[src/rtl/push_in_db_reg_bank.sv]
// rtl/push_in_db_reg_bank.sv - synchronised, debounced push-button bank with sticky W1C press events
// Optional irq_en register and registered irq output when PUSH_IRQ_EN is defined.
module push_in_db_reg_bank #(
  parameter int          NUM_CH    = 4,
  parameter int          DB_CYCLES = 16,
  parameter logic [31:0] BASE_ADDR = 32'hA0010000
) (
  input  logic              pclk,
  input  logic              presetn,
  input  logic              wr_en,
  input  logic              rd_en,
  input  logic [31:0]       paddr,
  input  logic [31:0]       pwdata,
  input  logic [NUM_CH-1:0] push_in,
  output logic [31:0]       prdata,
  output logic              irq
);

  localparam int              CNT_W     = $clog2(DB_CYCLES) + 1;
  localparam logic [CNT_W-1:0] CNT_MAX  = CNT_W'(DB_CYCLES - 1);
  localparam logic [31:0]     PARAM_VAL = {16'd0, 8'(DB_CYCLES % 256), 8'(NUM_CH)};
  localparam logic [31:0]     A_LEVEL   = BASE_ADDR;
  localparam logic [31:0]     A_EVENT   = BASE_ADDR + 32'h4;
  localparam logic [31:0]     A_IRQ_EN  = BASE_ADDR + 32'h8;
  localparam logic [31:0]     A_PARAM   = BASE_ADDR + 32'hC;

  logic [NUM_CH-1:0] s1, s2;
  logic [NUM_CH-1:0] level, level_nxt;
  logic [NUM_CH-1:0] evt, evt_nxt;
  logic [NUM_CH-1:0] rise, clr;
  logic [NUM_CH-1:0] irq_en_rd;
  logic [CNT_W-1:0]  cnt     [NUM_CH];
  logic [CNT_W-1:0]  cnt_nxt [NUM_CH];

  assign clr = (wr_en && (paddr == A_EVENT)) ? pwdata[NUM_CH-1:0] : '0;

  // Any bounce at s2 returns the counter to zero before it can reach CNT_MAX.
  always_comb begin
    level_nxt = level;
    rise      = '0;
    for (int i = 0; i < NUM_CH; i++) begin
      cnt_nxt[i] = '0;
      if (s2[i] != level[i]) begin
        if (cnt[i] == CNT_MAX) begin
          level_nxt[i] = s2[i];
          rise[i]      = s2[i];
        end else begin
          cnt_nxt[i] = cnt[i] + 1'b1;
        end
      end
    end
  end

  // A press landing on the same edge as its W1C keeps the flag set.
  assign evt_nxt = (evt & ~clr) | rise;

  always_ff @(posedge pclk or negedge presetn) begin
    if (!presetn) begin
      s1    <= '0;
      s2    <= '0;
      level <= '0;
      evt   <= '0;
      for (int i = 0; i < NUM_CH; i++) cnt[i] <= '0;
    end else begin
      s1    <= push_in;
      s2    <= s1;
      level <= level_nxt;
      evt   <= evt_nxt;
      for (int i = 0; i < NUM_CH; i++) cnt[i] <= cnt_nxt[i];
    end
  end

`ifdef PUSH_IRQ_EN
  logic [NUM_CH-1:0] irq_en;

  always_ff @(posedge pclk or negedge presetn) begin
    if (!presetn) begin
      irq_en <= '0;
      irq    <= 1'b0;
    end else begin
      if (wr_en && (paddr == A_IRQ_EN)) irq_en <= pwdata[NUM_CH-1:0];
      irq <= |(evt & irq_en);
    end
  end

  assign irq_en_rd = irq_en;
`else
  assign irq_en_rd = '0;
  assign irq       = 1'b0;
`endif

  always_comb begin
    prdata = '0;
    if (rd_en) begin
      case (paddr)
        A_LEVEL:  prdata = 32'(level);
        A_EVENT:  prdata = 32'(evt);
        A_IRQ_EN: prdata = 32'(irq_en_rd);
        A_PARAM:  prdata = PARAM_VAL;
        default:  prdata = '0;
      endcase
    end
  end

  if (NUM_CH < 32) begin : g_unused
    logic unused_pwdata;
    assign unused_pwdata = ^pwdata[31:NUM_CH];
  end

endmodule
[config.mk]
export PLATFORM = sky130hd
export DESIGN_NAME = push_in_db_reg_bank
export DESIGN_NICKNAME = d
export VERILOG_FILES = /design/src/rtl/push_in_db_reg_bank.sv
export SDC_FILE = /design/constraint.sdc
export NUM_CORES = 1
export LEC_CHECK = 0
export CORE_MARGIN = 1
export CORE_UTILIZATION = 34
export CTS_CLUSTER_SIZE = 14
export DETAILED_ROUTE_END_ITERATION = 12
export PLACE_DENSITY_LB_ADDON = 0.2
export SYNTH_ARGS = -nofsm -noshare
export SYNTH_HDL_FRONTEND = slang
export SYNTH_SLANG_ARGS = --single-unit
[constraint.sdc]
create_clock -name pclk -period 1.1 [get_ports pclk]
set_input_delay 0.165 -clock pclk [delete_from_list [all_inputs] [get_ports pclk]]
set_output_delay 0.165 -clock pclk [all_outputs]
set_load 0.01 [all_outputs]
==> insert_results.sql, run 1 <==
INSERT INTO impl_metrics (metric_group, metric, value, unit) VALUES
('die', 'fp.dieH', '75.6', 'µm'),
('synth', 'ys_warn_count', '0', ''),
('placement', 'pre_cts_ws', '-1.14', 'ns'),
('routing', 'wl', '3960', 'µm'),
('placement', 'hpwlAfterDp', '2770', 'µm'),
('clocking', 'worst_skew_pair_latency', '0.28', 'ns'),
('hold_path', 'worstHoldPathType', 'input pin to asynchronous set/reset pin', ''),
('run_status', 'outcome', 'finished with violations', ''),
('die', 'die_x', '75.6', 'µm'),
('routing', 'via_per_inst', '4.36', ''),
('timing', 'clock-skew-final', '0.00685', 'ns'),
('critical_path', 'timing_worst_setup_path_type', 'input pin to output pin', ''),
('timing', 'setup-violations-final', '11', ''),
('final_layout', 'syn2layout_area_growth', '64.4', '%'),
('synth', 'post_synth_most_frequent_cells', 'dfrtp_1, buf_4, nor2_1', ''),
('synth', 'synth_cell_types', '27', ''),
('timing', 'timing_hold_violations_final', '0', ''),
('power', 'ir_worst_vdd', '681', 'µV'),
('critical_path', 'worstSetupEndpoint', 'prdata[1]', ''),
('final_layout', 'post_layout_util', '0.585', ''),
('clocking', 'clk_pin_slew', '0.07', 'ns'),
('final_layout', 'antenna-diode-count', '0', ''),
('power', 'leakage', '0.00140', 'µW'),
('critical_path', 'cpPeakStageDelay', '0.26', 'ns'),
('routing', 'post_route_drc_violation_count', '0', ''),
('clocking', 'cts_buffers', '5', ''),
('synth', 'ys.flop_type', 'dfrtp_1', ''),
('global_route', 'grt_start_max_net_pins', '37', ''),
('global_route', 'antenna_violations_before_repair', '0', ''),
('critical_path', 'rr_startpoint', 'cnt[16]', ''),
('timing', 'drv_slew', '0', ''),
('critical_path', 'crit_arrival', '1.34', 'ns'),
('routing', 'num_vias', '1439', ''),
('routing', 'drt_first_pass_iters', '3', ''),
('synth', 'postSynth.asyncResetShare', '1.00', ''),
('die', 'start_util', '0.356', ''),
('synth', 'avgSynthCellArea', '11.4', 'µm²'),
('final_layout', 'total_area_of_sequential_cells', '902', 'µm²'),
('final_layout', 'multi_input_area', '1140', 'µm²'),
('clocking', 'cts_root_buffer', 'clkbuf_8', ''),
('routing', 'drt-wirelength-per-cell', '12.0', 'µm'),
('clocking', 'h-tree-depth', '2', ''),
('timing', 'worst_slack', '-0.407', 'ns'),
('routing', 'postRouteAntennaNets', '0', ''),
('die', 'rows', '26', ''),
('critical_path', 'path_cells', 'buf_2 > nor4_4 > nand4_2 > nor2_4 > buf_6 > and4bb_1 > buf_2', ''),
('synth', 'synth_top_cells_by_area', 'dfrtp_1, buf_4, xor2_1', ''),
('critical_path', 'critical_path.most_common_cell', 'buf_2', ''),
('placement', 'finalWeightedCongestion', '0.701', ''),
('final_layout', 'filler_cell_count', '456', ''),
('timing', 'rsz0062_at_grt', 'yes', ''),
('clocking', 'tritoncts_num_sinks', '36', ''),
('final_layout', 'drive_gt1_frac', '0.458', ''),
('synth', 'synth.largest_area_cell', 'dfrtp_1', ''),
('power', 'cellPowerDensity', '940', 'nW/µm²'),
('timing', 'final.min_clock_period', '1.51', 'ns'),
('timing', 'peak_clock_frequency_supported_by_timing', '664', 'MHz'),
('routing', 'drt_iter0_markers', '44', ''),
('die', 'top_level_ports', '105', ''),
('critical_path', 'start_kind', 'input pin', ''),
('critical_path', 'path_max_fanout', '3', ''),
('critical_path', 'timing.critical_path.required', '0.94', 'ns'),
('run_status', 'failed_checks', 'setup timing', ''),
('critical_path', 'reg2regPathDepth', '4', ''),
('synth', 'synth_sequential_area_ratio', '0.489', ''),
('synth', 'netlist_instances', '162', ''),
('clocking', 'holdBufCountCts', '0', ''),
('critical_path', 'timing.critical_path.to_type', 'output pin', ''),
('synth', 'synth_edf_count', '0', ''),
('final_layout', 'final_nets', '335', ''),
('synth', 'synth_area', '1840', 'µm²');
per-layer routing:
metal / vias up / share of wire / global-route usage
met5: - / 0 / 0
met1: 668 / 0.41 / 0.172
met2: 68 / 0.49 / 0.233
li1: 697 / - / -
met3: 6 / 0.084 / 0.0476
met4: 0 / 0.012 / 0.0535
timing repair:
item	4_1_cts	5_1_grt
setup buffers	7	4
gates resized for setup	160	32
pin swaps	24	14
endpoints found under the setup margin	26	27
cell type report:
cell class,count,area share
clock buffers,8,0.0298
repair buffers,92,0.264
well taps,70,0.0289
multi-input cells,123,0.378
inverters,1,0.00124
flip-flops and latches,36,0.298
state kept, by name (all words and copies together) (netlist names):
name,count
s1,4
s2,4
evt,4
cnt,20
level,4
worst min-delay path by stage:
stage,start,end,cells after the start
2_1_floorplan,presetn,cnt[0],0
3_3_place_gp,s1[0],s2[0],0
3_5_place_dp,s1[1],s2[1],0
4_1_cts,presetn,cnt[11],2
5_1_grt,presetn,s1[0],2
6_report,presetn,s1[0],2
metrics by stage:
step	hold WS, ns	setup TNS, ns	instance area (µm²)	total power, µW
3_5_place_dp	0.336	-8.68	2640	1860
2_1_floorplan	-0.131	-0.582	2010	1640
3_3_place_gp	0.332	-8.42	2640	1860
4_1_cts	0.252	-2.56	2830	2830
6_report	0.251	-2.81	3030	2850
5_1_grt	0.258	-3.78	3030	3010
kinds of logic (layout without fill, tap and decap cells):
kind of cell             after synthesis  in the layout  synth area share
AND/OR/NAND/NOR                       60             60             0.228
flip-flops                            36             36             0.489
buffers and inverters                 30            101             0.119
AO/OA/AOI/OAI                         13             13            0.0421
XOR/XNOR                              12             12            0.0571
multiplexers                           6              6            0.0347
adder cells (fa/ha/maj)                4              4            0.0272
other                                  1             28           0.00204
cell usage in the layout (no fill, tap or decap), drive strengths merged:
cell	Yosys	layout
mux2	3	3
nand3	12	12
and2	8	8
inv	1	1
a21oi	1	1
and3	5	5
mux2i	3	3
and4bb	3	3
ha	4	4
conb	1	28
clkbuf	0	9
nor2b	1	1
nor2	14	14
clkdlybuf4s15	0	5
clkdlybuf4s50	0	11
nand4	2	2
dfrtp	36	36
dlygate4sd2	0	4
nand2	4	4
o21ai	6	6
nand3b	3	3
and4	1	1
nor4	4	4
a31oi	2	2
o31ai	4	4
xor2	12	12
buf	29	71
nor4b	3	3
critical path, delay by kind of cell:
family / cells / cell delay (ns)
AND/OR/NAND/NOR: 4 / 0.82
buffers and inverters: 3 / 0.36
power by group:
part / internal [µW] / total [µW] / switching, µW
sequential: 1370 / 1430 / 54.6
combinational: 265 / 468 / 203
clock: 511 / 949 / 438
Power figures use the tool's default switching activity.
==> run 2: changes to the inputs <==
--- a/config.mk
+++ b/config.mk
@@ -6,7 +6,7 @@
 export NUM_CORES = 1
 export LEC_CHECK = 0
 export CORE_MARGIN = 1
-export CORE_UTILIZATION = 34
+export CORE_UTILIZATION = 38
 export CTS_CLUSTER_SIZE = 14
 export DETAILED_ROUTE_END_ITERATION = 12
 export PLACE_DENSITY_LB_ADDON = 0.2
==> constraint.sdc (replaced) <==
create_clock -name pclk -period 1.6 [get_ports pclk]
set_input_delay 0.24 -clock pclk [delete_from_list [all_inputs] [get_ports pclk]]
set_output_delay 0.24 -clock pclk [all_outputs]
set_load 0.01 [all_outputs]
==> run 2 against run 1 <==
- the run still ends with setup timing left
- clock power down 36%
- critical path type unchanged
- critical endpoint unchanged
- cell count down 14%
- global-route usage up 1.4 points
- sequential power down 32%
- flip-flop and latch count unchanged
- highest routed layer unchanged
- largest power group unchanged
- worst hold slack better by 0.097 ns
- via count down 7.8%
- routed wire length down 7.3%
==> insert_results.sql, run 2 (synthesis results as in run 1) <==
INSERT INTO impl_metrics (metric_group, metric, value, unit) VALUES
('critical_path', 'cpPeakStageDelay', '0.28', 'ns'),
('power', 'ir_worst_vdd', '542', 'µV'),
('final_layout', 'antenna-diode-count', '0', ''),
('critical_path', 'timing.critical_path.to_type', 'output pin', ''),
('final_layout', 'commonest_cells_after_routing_fill_and_taps_aside', 'dfrtp_1, conb_1, buf_4', ''),
('routing', 'drt-met1-wl', '1390', 'µm'),
('critical_path', 'critical_path.most_common_cell', 'buf_6', ''),
('routing', 'via_per_inst', '4.66', ''),
('final_layout', 'area_of_all_placed_cells_without_fillers', '2470', 'µm²'),
('clocking', 'worst_skew_pair_latency', '0.29', 'ns'),
('critical_path', 'path_max_fanout', '5', ''),
('die', 'die_x', '71.6', 'µm'),
('routing', 'wl', '3670', 'µm'),
('routing', 'maxUsedRoutingLayer', 'met4', ''),
('global_route', 'globalRoute.totalOverflow', '0', ''),
('die', 'coreArea', '4500', 'µm²'),
('routing', 'drt_iter0_markers', '34', ''),
('routing', 'drt_first_pass_iters', '4', ''),
('global_route', 'grt_util_all_layers', '0.155', ''),
('final_layout', 'layout.cells.most_common', 'dfrtp_1', ''),
('hold_path', 'worstHoldPathType', 'flop to flop', ''),
('clocking', 'cts_root_buffer', 'clkbuf_8', ''),
('timing', 'clock-skew-final', '0.00785', 'ns'),
('global_route', 'grt_start_max_net_pins', '37', ''),
('timing', 'post-route-period-util', '1.04', ''),
('placement', 'portBuffers', '48', ''),
('power', 'cellPowerDensity', '736', 'nW/µm²'),
('timing', 'setup_total_negative_slack', '-0.108', 'ns'),
('timing', 'peak_clock_frequency_supported_by_timing', '603', 'MHz'),
('timing', 'drv_slew', '0', ''),
('routing', 'num_vias', '1327', ''),
('critical_path', 'timing.critical_path.slowest_stage_cell', 'nor4b_4', ''),
('timing', 'worst_hold_margin', '0.348', 'ns'),
('critical_path', 'timing.critical_path.required', '1.36', 'ns'),
('critical_path', 'start_kind', 'input pin', ''),
('critical_path', 'timing_worst_setup_path_type', 'input pin to output pin', ''),
('placement', 'finalWeightedCongestion', '0.675', ''),
('final_layout', 'final_nets', '308', ''),
('global_route', 'antenna_violations_before_repair', '0', ''),
('global_route', 'grt_pass1_wl', '6000', 'µm'),
('final_layout', 'drive_gt1_frac', '0.292', ''),
('critical_path', 'crit_arrival', '1.42', 'ns'),
('placement', 'placement.cell_area', '2350', 'µm²'),
('run_status', 'outcome', 'finished with violations', ''),
('critical_path', 'path_cells', 'buf_6 > nor4b_4 > nand4_2 > nor2_4 > buf_6 > and4bb_1 > buf_2', ''),
('power', 'leakage', '0.00124', 'µW'),
('routing', 'wl_met3', '342', 'µm'),
('die', 'design.die.area', '5130', 'µm²'),
('job', 'maxCapViolations', '0', ''),
('routing', 'postRouteAntennaNets', '0', ''),
('final_layout', 'top_register', 'cnt', ''),
('run_status', 'failed_checks', 'setup timing', ''),
('clocking', 'clk_pin_slew', '0.06', 'ns'),
('routing', 'drt-wirelength-per-cell', '12.9', 'µm'),
('placement', 'hpwlAfterDp', '2870', 'µm'),
('timing', 'setup-violations-final', '3', ''),
('die', 'top_level_ports', '105', ''),
('final_layout', 'syn2layout_area_growth', '34.2', '%'),
('clocking', 'h-tree-depth', '2', ''),
('final_layout', 'flip_flop_count_of_the_largest_register_all_copies_and_words_added', '20', ''),
('die', 'rows', '24', ''),
('timing', 'timing_hold_violations_final', '0', ''),
('routing', 'met2_wirelength', '1880', 'µm'),
('clocking', 'cts_buffers', '5', ''),
('die', 'start_util', '0.409', ''),
('die', 'fp.dieH', '71.6', 'µm'),
('routing', 'post_route_drc_violation_count', '0', ''),
('clocking', 'cts_max_path_buffers', '2', ''),
('timing', 'worst_slack', '-0.0591', 'ns'),
('global_route', 'grt_pass1_vias', '1372', ''),
('clocking', 'holdBufCountCts', '0', ''),
('placement', 'post-place-cells', '270', ''),
('clocking', 'cts_tree', 'yes', ''),
('timing', 'final.min_clock_period', '1.66', 'ns'),
('final_layout', 'stdcell_count', '285', ''),
('clocking', 'tritoncts_num_sinks', '36', ''),
('timing', 'rsz0062_at_grt', 'yes', ''),
('final_layout', 'post_layout_util', '0.548', '');
==> run 2: critical path, delay by kind of cell <==
kind	cells	cell delay [ns]
buffers and inverters	3	0.35
AND/OR/NAND/NOR	4	0.83
==> run 2: repair_timing <==
action / 4_1_cts / 5_1_grt
endpoints found under the hold margin: 0 / 0
buffers inserted: 5 / 2
resized for setup: 133 / 10
pin swaps: 12 / 7
setup endpoints to repair: 5 / 5
==> run 2: area by class of cell <==
cell class	count	area, µm²
Multi-Input combinational cell	123	876
Tap cell	52	65.1
Clock buffer	5	68.8
Fill cell	406	2030
Sequential cell	36	901
Inverter	1	3.75
Clock inverter	3	18.8
Timing Repair Buffer	65	537
==> run 2: metrics by stage <==
step           setup WS [ns]  total power [µW]
2_1_floorplan          0.253              1120
3_3_place_gp          -0.794              1220
3_5_place_dp          -0.810              1230
4_1_cts              -0.0780              1840
5_1_grt               -0.143              1910
6_report             -0.0591              1820
==> run 2: final timing paths <==
path                             end  slack [ns]      start  cells past startpoint
max in group asynchronous   level[0]        0.94    presetn                      2
setup / recovery           prdata[1]       -0.06  paddr[24]                      7
hold reg to reg                s2[0]        0.35      s1[0]                      0
min in group asynchronous     evt[0]        0.36    presetn                      2
hold / removal                 s2[0]        0.35      s1[0]                      0
setup reg to reg            level[3]        0.30     cnt[0]                      4
==> run 2: per-layer routing <==
layer / track usage / vias up
met1: 0.169 / 605
met3: 0.0563 / 7
met5: 0 / -
met2: 0.277 / 70
li1: - / 645
met4: 0.0588 / 0
==> run 2: where the power goes <==
part,total [µW],switching (µW),internal [µW]
Sequential,969,24.2,945
Combinational,236,118,118
Clock,612,309,302
Total,1820,452,1370
==> run 3: changes to the inputs <==
--- a/config.mk
+++ b/config.mk
@@ -5,7 +5,7 @@
 export SDC_FILE = /design/constraint.sdc
 export NUM_CORES = 1
 export LEC_CHECK = 0
-export CORE_MARGIN = 1
+export CORE_MARGIN = 2
 export CORE_UTILIZATION = 38
 export CTS_CLUSTER_SIZE = 14
 export DETAILED_ROUTE_END_ITERATION = 12
==> run 3 against run 2 <==
- sequential power hardly changed
- critical path type unchanged
- first-iteration DRC count is 65% higher
- clock skew hardly changed
- non-clock buffer count is 3 lower
- the run still ends with setup timing left
- register-to-register slack hardly changed
- clock power is 25% higher
- design area is 0.25% higher
- cell count is 0.35% lower
==> insert_results.sql, run 3 (synthesis results as in run 1) <==
INSERT INTO impl_metrics (metric_group, metric, value, unit) VALUES
('critical_path', 'path_buf_inv', '4', ''),
('timing', 'final.min_clock_period', '1.72', 'ns'),
('clocking', 'cts_root_buffer', 'clkbuf_8', ''),
('critical_path', 'cpPeakStageDelay', '0.21', 'ns'),
('power', 'cellPowerDensity', '795', 'nW/µm²'),
('critical_path', 'path_max_fanout', '2', ''),
('critical_path', 'start_kind', 'input pin', ''),
('timing', 'peak_clock_frequency_supported_by_timing', '581', 'MHz'),
('placement', 'finalWeightedCongestion', '0.730', ''),
('critical_path', 'timing.critical_path.to_type', 'output pin', ''),
('global_route', 'antenna_violations_before_repair', '0', ''),
('final_layout', 'area_of_all_placed_cells_without_fillers', '2480', 'µm²'),
('timing', 'setup-violations-final', '4', ''),
('routing', 'via_per_inst', '4.66', ''),
('global_route', 'grt_pass1_vias', '1190', ''),
('critical_path', 'timing_worst_setup_path_type', 'input pin to output pin', ''),
('final_layout', 'flip_flop_count_of_the_largest_register_all_copies_and_words_added', '20', ''),
('clocking', 'tritoncts_num_sinks', '36', ''),
('timing', 'worst_hold_margin', '0.320', 'ns'),
('final_layout', 'drive_gt1_frac', '0.274', ''),
('timing', 'worst_slack', '-0.122', 'ns'),
('final_layout', 'total_area_of_sequential_cells', '901', 'µm²'),
('run_status', 'failed_checks', 'setup timing', ''),
('hold_path', 'worstHoldPathType', 'input pin to asynchronous set/reset pin', ''),
('critical_path', 'crit_arrival', '1.48', 'ns'),
('die', 'top_level_ports', '105', ''),
('power', 'switching_share', '0.226', ''),
('final_layout', 'post_layout_util', '0.528', ''),
('final_layout', 'multi_input_area', '877', 'µm²'),
('critical_path', 'critical_path.most_common_cell', 'buf_6', ''),
('final_layout', 'antenna-diode-count', '0', ''),
('clocking', 'cts_buffers', '5', ''),
('critical_path', 'cp_top_family', 'simple AND/OR/NAND/NOR gates', ''),
('placement', 'hpwlAfterDp', '2580', 'µm'),
('clocking', 'h-tree-depth', '2', ''),
('clocking', 'worst_skew_pair_latency', '0.28', 'ns'),
('timing', 'clock-skew-final', '0.00809', 'ns'),
('timing', 'post-route-period-util', '1.08', ''),
('timing', 'timing_hold_violations_final', '0', ''),
('timing', 'drv_slew', '0', ''),
('power', 'clockPowerShare', '0.389', ''),
('power', 'sequentialPowerShare', '0.492', ''),
('power', 'combPwrFrac', '0.119', ''),
('final_layout', 'syn2layout_area_growth', '34.5', '%'),
('final_layout', 'commonest_cells_after_routing_fill_and_taps_aside', 'dfrtp_1, conb_1, buf_2', ''),
('power', 'report.power.total', '1970', 'µW'),
('power', 'leakage', '0.00123', 'µW'),
('routing', 'wl', '3480', 'µm'),
('die', 'fp.dieH', '73.6', 'µm'),
('routing', 'drt_iter0_markers', '56', ''),
('power', 'cellInternalPower', '1520', 'µW'),
('clocking', 'cts_max_path_buffers', '2', ''),
('die', 'coreArea', '4690', 'µm²'),
('routing', 'post_route_drc_violation_count', '0', ''),
('routing', 'num_vias', '1323', ''),
('routing', 'drt_first_pass_iters', '4', ''),
('die', 'design.die.area', '5420', 'µm²'),
('placement', 'placement.cell_area', '2350', 'µm²'),
('critical_path', 'path_cells', 'clkdlybuf4s15_2 > nor4b_4 > nand4_2 > nor2_4 > buf_6 > buf_6 > and4bb_1 > buf_2', ''),
('die', 'start_util', '0.392', ''),
('timing', 'rsz0062_at_grt', 'yes', ''),
('power', 'power.switching', '445', 'µW'),
('die', 'die_x', '73.6', 'µm'),
('final_layout', 'top_register', 'cnt', ''),
('final_layout', 'layout.cells.most_common', 'dfrtp_1', ''),
('placement', 'portBuffers', '48', ''),
('clocking', 'clk_pin_slew', '0.07', 'ns'),
('job', 'maxCapViolations', '0', ''),
('critical_path', 'timing.critical_path.slowest_stage_cell', 'nor4b_4', ''),
('global_route', 'grt_pass1_wl', '5220', 'µm'),
('power', 'ir_worst_vdd', '638', 'µV'),
('global_route', 'grt_start_max_net_pins', '37', ''),
('global_route', 'grt_util_all_layers', '0.130', ''),
('final_layout', 'final_nets', '305', ''),
('routing', 'drt-wirelength-per-cell', '12.3', 'µm'),
('die', 'rows', '25', ''),
('final_layout', 'filler_cell_count', '428', ''),
('placement', 'pre_cts_ws', '-0.770', 'ns'),
('routing', 'postRouteAntennaNets', '0', ''),
('clocking', 'cts_tree', 'yes', ''),
('clocking', 'holdBufCountCts', '0', ''),
('global_route', 'globalRoute.totalOverflow', '0', ''),
('critical_path', 'timing.critical_path.required', '1.36', 'ns'),
('run_status', 'outcome', 'finished with violations', '');
[run 3: changes by cell type in the layout (fill, tap and decap cells not counted), sizes merged]
| cell | delta |
|---|---|
| clkdlybuf4s15 | +1 |
| clkinv | -2 |
| bufinv | +1 |
| dlygate4sd2 | +1 |
| buf | -4 |
| clkinvlp | +1 |
| clkbuf | -1 |
[run 3: power groups by stage]
stage / clock (µW) / sequential [µW] / combinational (µW)
2_1_floorplan: 0 / 981 / 140
3_3_place_gp: 0 / 985 / 241
3_5_place_dp: 0 / 985 / 240
4_1_cts: 797 / 967 / 234
5_1_grt: 820 / 972 / 264
6_report: 766 / 967 / 235
[run 3: metal layers]
| metal | up-vias | track usage | routed length (µm) |
|---|---|---|---|
| li1 | 640 | - | - |
| met1 | 612 | 0.163 | 1440 |
| met2 | 64 | 0.203 | 1600 |
| met3 | 7 | 0.0398 | 374 |
| met4 | 0 | 0.0667 | 60 |
| met5 | - | 0 | 0 |
[run 3: final timing paths]
path | from | endpoint | slack [ns] | cells past startpoint
max | paddr[26] | prdata[3] | -0.12 | 8
min | presetn | cnt[13] | 0.32 | 2
max reg2reg | cnt[15] | level[0] | 0.31 | 4
min reg2reg | s1[0] | s2[0] | 0.35 | 0
max in group asynchronous | presetn | s1[2] | 1.10 | 2
min in group pclk | s1[0] | s2[0] | 0.35 | 0
[run 3: layout make-up]
class / count / share of cell area
timing repair buffer: 62 / 0.208
tap: 54 / 0.0273
multi-input combinational: 123 / 0.354
clock inverter: 3 / 0.0172
inverter: 1 / 0.00152
sequential: 36 / 0.364
clock buffer: 5 / 0.0278
[run 3: worst register-to-register path, cell delays in order, from the launching register on]
cell and delay (ns):
dfrtp_1 0.36, ha_1 0.19, nand3_1 0.11, nor2_1 0.16, mux2_2 0.36
[run 3: through the flow]
step / std cells / TNS (ns)
floorplan: 189 / 0
global placement: 270 / -4.31
detailed placement: 270 / -4.48
CTS: 282 / -0.193
global route: 284 / -0.489
finish: 284 / -0.196
[run 3: timing repair]
| action | CTS | global route |
|---|---|---|
| gates resized for setup | 129 | 6 |
| pin swaps | 12 | 6 |
| setup buffers | 4 | 2 |
| endpoints found under the setup margin | 5 | 5 |
